`src/rtl/pwm_ramp_ctrl.sv`:
```
// Soft-start/soft-stop duty controller for the 8-bit PWM generator.
// Steps duty toward a commanded target once per PWM period.
module pwm_ramp_ctrl #(
    parameter int PERIOD = 256,
    parameter int CNT_W  = 8
) (
    input  logic       clk,
    input  logic       rst,
    input  logic       cmd_valid,
    output logic       cmd_ready,
    input  logic [7:0] cmd_target,
    input  logic [7:0] cmd_step,
    input  logic       enable,
    output logic [7:0] duty_cycle,
    output logic       period_tick,
    output logic       busy,
    output logic       done
);

    localparam logic [0:0] IDLE = 1'b0;
    localparam logic [0:0] RAMP = 1'b1;

    logic [CNT_W-1:0] count;
    logic [0:0]       state;
    logic [7:0]       target;
    logic [7:0]       step;
    logic             up;
    logic [8:0]       diff;
    logic             accept;
    logic             active;

    assign period_tick = (count == CNT_W'(PERIOD - 1));
    assign cmd_ready   = (state == IDLE);
    assign busy        = (state == RAMP);
    assign accept      = cmd_valid && cmd_ready;
    assign active      = (state == RAMP) && period_tick && enable;

    // 9-bit magnitude keeps the final-step test free of wrap.
    assign up   = (target > duty_cycle);
    assign diff = up ? ({1'b0, target} - {1'b0, duty_cycle})
                     : ({1'b0, duty_cycle} - {1'b0, target});

    always_ff @(posedge clk) begin
        if (!rst) begin
            count <= '0;
        end else if (period_tick) begin
            count <= '0;
        end else begin
            count <= count + CNT_W'(1);
        end
    end

    always_ff @(posedge clk) begin
        if (!rst) begin
            state      <= IDLE;
            target     <= '0;
            step       <= '0;
            duty_cycle <= '0;
            done       <= 1'b0;
        end else begin
            done <= 1'b0;
            if (accept) begin
                target <= cmd_target;
                step   <= cmd_step;
                state  <= RAMP;
            end else if (active) begin
                if (step == 8'd0 || diff <= {1'b0, step}) begin
                    duty_cycle <= target;
                    done       <= 1'b1;
                    state      <= IDLE;
                end else if (up) begin
                    duty_cycle <= duty_cycle + step;
                end else begin
                    duty_cycle <= duty_cycle - step;
                end
            end
        end
    end

endmodule

```
`config.mk`:
```
export PLATFORM = sky130hd
export DESIGN_NAME = pwm_ramp_ctrl
export DESIGN_NICKNAME = d
export VERILOG_FILES = /design/src/rtl/pwm_ramp_ctrl.sv
export SDC_FILE = /design/constraint.sdc
export NUM_CORES = 1
export LEC_CHECK = 0
export ABC_AREA = 0
export CAP_MARGIN = 15
export CORE_ASPECT_RATIO = 0.7
export CORE_UTILIZATION = 55
export DETAILED_ROUTE_END_ITERATION = 8
export MAX_ROUTING_LAYER = met4
export PLACE_DENSITY = 0.75
export REMOVE_ABC_BUFFERS = 1
export SLEW_MARGIN = 20
export SYNTH_ARGS = -nofsm -noshare
export SYNTH_HDL_FRONTEND = slang
export SYNTH_SLANG_ARGS = --single-unit
```
`constraint.sdc`:
```
create_clock -name clk -period 6.72 [get_ports clk]
set_input_delay 1.008 -clock clk [delete_from_list [all_inputs] [get_ports clk]]
set_output_delay 1.008 -clock clk [all_outputs]
set_load 0.05 [all_outputs]
```
==> results_dict.tcl, run 1 <==
set metrics [dict create \
    status "finished clean" \
    grt_pass1_wl_um 11600 \
    synthesis.area_um2 2870 \
    peakVddDrop_mv 0.136 \
    ys_seq_elements 34 \
    final_cell_mix "nand2_1 (36), dfxtp_1 (34), ha_1 (33)" \
    grt.met1_usage_pct 41.1 \
    fin_crit_ns 4.14 \
    async_reset_ff_share_pct 0 \
    netlist_instances 344 \
    fmax_mhz 242 \
    postCtsSetupRepairBufs 0 \
    placed_cell_area_um2 3200 \
    cp_max_fo 17 \
    fin_ws_ns 2.58 \
    leakage_uw 0.00139 \
    hpwl_um 5280 \
    track_usage_pct 27.9 \
    core_region_area_um2 4890 \
    path_clk_slew_ns 0.08 \
    cp_slowest_stage_delay_ns 0.51 \
    htreeDepth 2 \
    final_area_um2 3340 \
    dp_cells 430 \
    finalCritPeriodShare_pct 61.6 \
    slowest_stage "dfxtp_1" \
    hold_buffers 0 \
    worst_slew_pin_slew_ns 0.686 \
    area_delta_synth_final_pct 16.5 \
    ys_seq_area_share_pct 23.7 \
    cts_tree "yes" \
    setup_tns_ns 0 \
    first_pass_iters 5 \
    finalWeightedCongestion 0.918 \
    antenna_found_initial 0 \
    grt_pass1_vias 2383 \
    path_cells "inv_1 > ha_1 > nor2b_1 > o2111ai_1 > nand3_4 > nand2_8 > mux2_4 > a221oi_2 > xnor2_1 > ha_1 > a22oi_1 > o211ai_1 > a31oi_1 > or3_1 > and3_4 > nor2_2 > o311a_1" \
    pin_count 32 \
    via_per_inst 5.77 \
    power_density_nw_per_um2 220 \
    diodes 0 \
    use_met3_pct 5.02 \
    clk_path_buf_depth 2 \
    cap_violations 0 \
    ant_nets 0 \
    slew_headroom_pct 54.1 \
    rows 21 \
    drv_slew 0 \
    vias 2526 \
    grt_max_degree 36 \
    clk_latency_ns 0.29 \
    ctsResizeCount 0 \
    critPathKind "flip-flop to flip-flop" \
    pre_cts_ws_ns 2.61 \
    cts_root_buf "clkbuf_8" \
    layout.nets 424 \
    synthDistinctLibCells 57 \
    numCtsBuffers 5 \
    die-area_um2 5510 \
    fin_skew_ns 0.0105 \
    synth_warnings 0 \
    grt_overflow 0 \
    synth-main-ff-cell "dfxtp_1" \
    hp-class "flip-flop to flip-flop" \
    final_common_cell "nand2_1" \
    holdWs_ns 0.450 \
    die_w_um 88.3 \
    final_cells 438 \
    port_buffers 31 \
    wirelength_um 6690 \
    required_ns 6.89 \
    setup_viol 0 \
    layout-drive-gt1-share_pct 6.78 \
    crit_top_cell "ha_1" \
    worstPathArrival_ns 4.31 \
    die_h_um 62.4 \
    use_met2_pct 40.2 \
    startpoint_type "flip-flop" \
    nFillCells 437 \
    synth_enable_flop_cells 0 \
    rsz0062_at_grt "no" \
    busiest_layer "met1" \
    drt-wirelength-per-cell_um 15.3 \
    drc 0 \
    crit_path_end_kind "flip-flop" \
    syn_avg_cell_area_um2 8.33 \
    final_hold_viol_count 0 \
    clkSinkCount 34 \
    initial_core_util_pct 58.7 \
    drt-initial-drc-count 151 \
]
-- state kept, by name, summed over array words and instances (netlist names) --
name / cells
busy: 1
count: 8
done: 1
duty_cycle: 8
step: 8
target: 8
-- cell families (layout without fill, tap and decap cells) --
group,count (synthesis),after routing,synth area share [%]
XOR/XNOR,23,23,7.51
flip-flops,34,34,23.7
buffers and inverters,45,70,6.46
AO/OA/AOI/OAI,85,85,21.3
AND/OR/NAND/NOR,113,113,21.5
adder cells (fa/ha/maj),36,36,16.5
multiplexers,8,8,3.06
-- cells in the mapped netlist (2+ instances only) --
cell type,number,area (µm²)
mux2i_1,5,50.1
inv_1,30,113
a311oi_1,2,17.5
fa_1,3,60.1
o21ai_0,8,40.0
buf_2,6,30.0
a31oi_1,7,43.8
o211ai_1,3,22.5
nand3_1,19,95.1
and3_1,9,56.3
nand2b_1,4,25.0
a21oi_4,2,32.5
o21a_1,2,15.0
dfxtp_1,34,681
xnor2_1,13,114
nor2b_1,3,18.8
and2_1,8,50.1
a21oi_1,12,60.1
a211o_1,2,17.5
clkbuf_1,7,26.3
nand2_1,36,135
ha_1,33,413
a21boi_0,18,135
or3_1,3,18.8
a21o_1,12,90.1
xor2_1,9,78.8
nand4_1,8,50.1
a2111oi_0,2,17.5
o21ai_1,5,25.0
nor2_1,11,41.3
nor3_1,2,10.0
-- area by class of cell --
class                      count  area [µm²]  area share, %
multi-input combinational    265        2000           60.0
tap                           69        86.3           2.59
clock inverter                 3        68.8           2.06
timing repair buffer          32         318           9.52
clock buffer                   5        68.8           2.06
inverter                      30         113           3.37
sequential                    34         681           20.4
-- critical path: cells and delay by family, from the launching register on --
family	cells	cell delay, ns
flops	1	0.51
buf+inv	1	0.14
simple gates	6	0.93
xor+xnor	1	0.15
compound gates	6	1.36
fa+ha+maj	2	0.61
mux	1	0.32
-- final timing paths --
| check | slack (ns) | cells after the start | end | startpoint |
|---|---|---|---|---|
| max reg2reg | 2.58 | 17 | duty_cycle[6]$_SDFFE_PN0P_ | duty_cycle[1]$_SDFFE_PN0P_ |
| min | 0.45 | 1 | count[0]$_SDFF_PP0_ | count[0]$_SDFF_PP0_ |
| min reg2reg | 0.45 | 1 | count[0]$_SDFF_PP0_ | count[0]$_SDFF_PP0_ |
| max | 2.58 | 17 | duty_cycle[6]$_SDFFE_PN0P_ | duty_cycle[1]$_SDFFE_PN0P_ |
-- through the flow --
stage | util, % | total power (µW)
final | 68.3 | 735
after global placement | 65.4 | 499
after detailed placement | 65.4 | 504
after CTS | 68.3 | 733
after global routing | 68.3 | 780
after floorplan | - | 435
-- where the power goes --
| group | internal [µW] | switching [µW] |
|---|---|---|
| logic | 127 | 162 |
| registers | 209 | 8.97 |
| clock network | 149 | 79.8 |
-- per-layer routing --
| metal | vias up | wire length, µm |
|---|---|---|
| met5 | - | 0 |
| met4 | 0 | 57 |
| met3 | 8 | 383 |
| met2 | 66 | 2790 |
| met1 | 1189 | 3460 |
| li1 | 1263 | - |
Note: power is estimated with default switching activity, not from simulation.
==> run 2, diff against run 1 <==
- clock period: 6.72 -> 4.2 ns (I/O delays scaled with it)
==> run 2 against run 1 <==
  * Global-route usage is 0.75 points higher
  * Non-clock buffer count is 1 higher
  * First-iteration DRC count is 38% higher
  * Clock power is 13% higher
  * Worst hold slack worse by 0.0063 ns
  * Final cell count is 0.23% higher
  * Power is 46% higher
  * Via count is 1.9% higher
  * Sequential share of layout area is 0.16 points higher
  * Combinational power is 62% higher
  * Critical endpoint unchanged
  * Largest power group unchanged
==> results_dict.tcl, run 2 (synthesized netlist as in run 1, its figures left out) <==
set metrics [dict create \
    status "finished clean" \
    cts_tree "yes" \
    first_pass_iters 5 \
    die_h_um 62.4 \
    drt-initial-drc-count 208 \
    area_delta_synth_final_pct 16.0 \
    drv_slew 0 \
    cp_num_buf_inv 1 \
    htreeDepth 2 \
    die-area_um2 5510 \
    layout-drive-gt1-share_pct 9.19 \
    cap_violations 0 \
    pwr-share-seq_pct 32.5 \
    swShare_pct 37.5 \
    fmax_mhz 255 \
    finalWeightedCongestion 0.902 \
    required_ns 4.39 \
    antenna_found_initial 0 \
    clk_path_buf_depth 2 \
    pin_count 32 \
    slowest_stage "dfxtp_1" \
    grt_pass1_wl_um 11800 \
    ant_nets 0 \
    power_uw 1070 \
    startpoint_type "flip-flop" \
    p_int_uw 671 \
    final_cell_mix "nand2_1 (36), dfxtp_1 (32), clkdlybuf4s50_1 (31)" \
    fin_util_pct 68.0 \
    busiest_layer "met1" \
    via_per_inst 5.86 \
    core_region_area_um2 4890 \
    critPathKind "flip-flop to flip-flop" \
    final_cells 439 \
    vias 2574 \
    drt-wirelength-per-cell_um 15.9 \
    setup_tns_ns 0 \
    postCtsSetupRepairBufs 0 \
    cp_slowest_stage_delay_ns 0.41 \
    worst_slew_pin_slew_ns 1.06 \
    use_met2_pct 40.8 \
    hp-class "flip-flop to flip-flop" \
    track_usage_pct 28.7 \
    path_cells "inv_1 > ha_2 > a21o_1 > a21oi_2 > nand3_4 > nand2_8 > mux2_1 > a221oi_2 > xnor2_1 > ha_1 > a22oi_1 > o211ai_1 > a31oi_1 > or3_1 > and3_4 > nor2_2 > o311a_1" \
    die_w_um 88.3 \
    wirelength_um 6980 \
    grt_pass1_vias 2440 \
    pwr-share-clk_pct 24.0 \
    port_buffers 31 \
    rows 21 \
    holdWs_ns 0.444 \
    crit_path_end_kind "flip-flop" \
    comb_power_share_pct 43.6 \
    cts_root_buf "clkbuf_8" \
    ctsResizeCount 0 \
    worstPathArrival_ns 4.11 \
    crit_family "compound AO/OA/AOI/OAI gates" \
    path_clk_slew_ns 0.07 \
    dp_cells 431 \
    use_met3_pct 5.15 \
    grt_overflow 0 \
    layout.nets 425 \
    initial_core_util_pct 58.7 \
    drc 0 \
    setup_viol 0 \
    peakVddDrop_mv 0.164 \
    grt.met1_usage_pct 42.0 \
    final_hold_viol_count 0 \
    hpwl_um 5450 \
    clk_latency_ns 0.29 \
    leakage_uw 0.00137 \
    diodes 0 \
    grt_max_degree 36 \
    fin_skew_ns 0.00540 \
    clkSinkCount 34 \
    power_density_nw_per_um2 323 \
    cp_max_fo 17 \
    numCtsBuffers 5 \
    p_sw_uw 402 \
    fin_crit_ns 3.93 \
    finalCritPeriodShare_pct 93.5 \
    final_common_cell "nand2_1" \
    slew_headroom_pct 29.3 \
    rsz0062_at_grt "no" \
    hold_buffers 0 \
]
## run 2: path summary, 6_finish.rpt
kind / to / from / slack [ns] / cells after the start
setup / recovery: duty_cycle[6]$_SDFFE_PN0P_ / duty_cycle[3]$_SDFFE_PN0P_ / 0.27 / 17
hold / removal: count[0]$_SDFF_PP0_ / count[0]$_SDFF_PP0_ / 0.44 / 1
setup reg to reg: duty_cycle[6]$_SDFFE_PN0P_ / duty_cycle[3]$_SDFFE_PN0P_ / 0.27 / 17
hold reg to reg: count[0]$_SDFF_PP0_ / count[0]$_SDFF_PP0_ / 0.44 / 1
## run 2: per-stage QoR
step / cell area, µm² / setup WS (ns)
after floorplan: 2790 / 0.0923
after global placement: 3210 / 0.346
after detailed placement: 3210 / 0.225
after CTS: 3300 / 0.206
after global routing: 3320 / 0.0232
final: 3320 / 0.272
## run 2: worst register-to-register path, delay by kind of cell, from the launching register on
family	cells	cell delay (ns)
mux	1	0.37
simple gates	5	0.76
xor+xnor	1	0.18
fa+ha+maj	2	0.67
buf+inv	1	0.07
flops	1	0.41
compound gates	7	1.38
## run 2: cell type report
cell class | count | area, µm²
Clock buffer | 6 | 82.6
Clock inverter | 2 | 12.5
Fill cell | 414 | 1560
Inverter | 30 | 113
Multi-Input combinational cell | 265 | 2020
Sequential cell | 34 | 683
Tap cell | 69 | 86.3
Timing Repair Buffer | 33 | 325
## run 2: per-layer routing
| layer | vias up | routed length (µm) |
|---|---|---|
| met5 | - | 0 |
| li1 | 1257 | - |
| met2 | 86 | 2960 |
| met4 | 0 | 74 |
| met3 | 11 | 428 |
| met1 | 1220 | 3520 |
## run 2: power by group through the flow
| stage | sequential [µW] | combinational, µW | clock (µW) |
|---|---|---|---|
| finish | 348 | 468 | 257 |
| global route | 350 | 512 | 276 |
| CTS | 348 | 456 | 263 |
| detailed placement | 356 | 453 | 0 |
| global placement | 355 | 446 | 0 |
| floorplan | 354 | 343 | 0 |
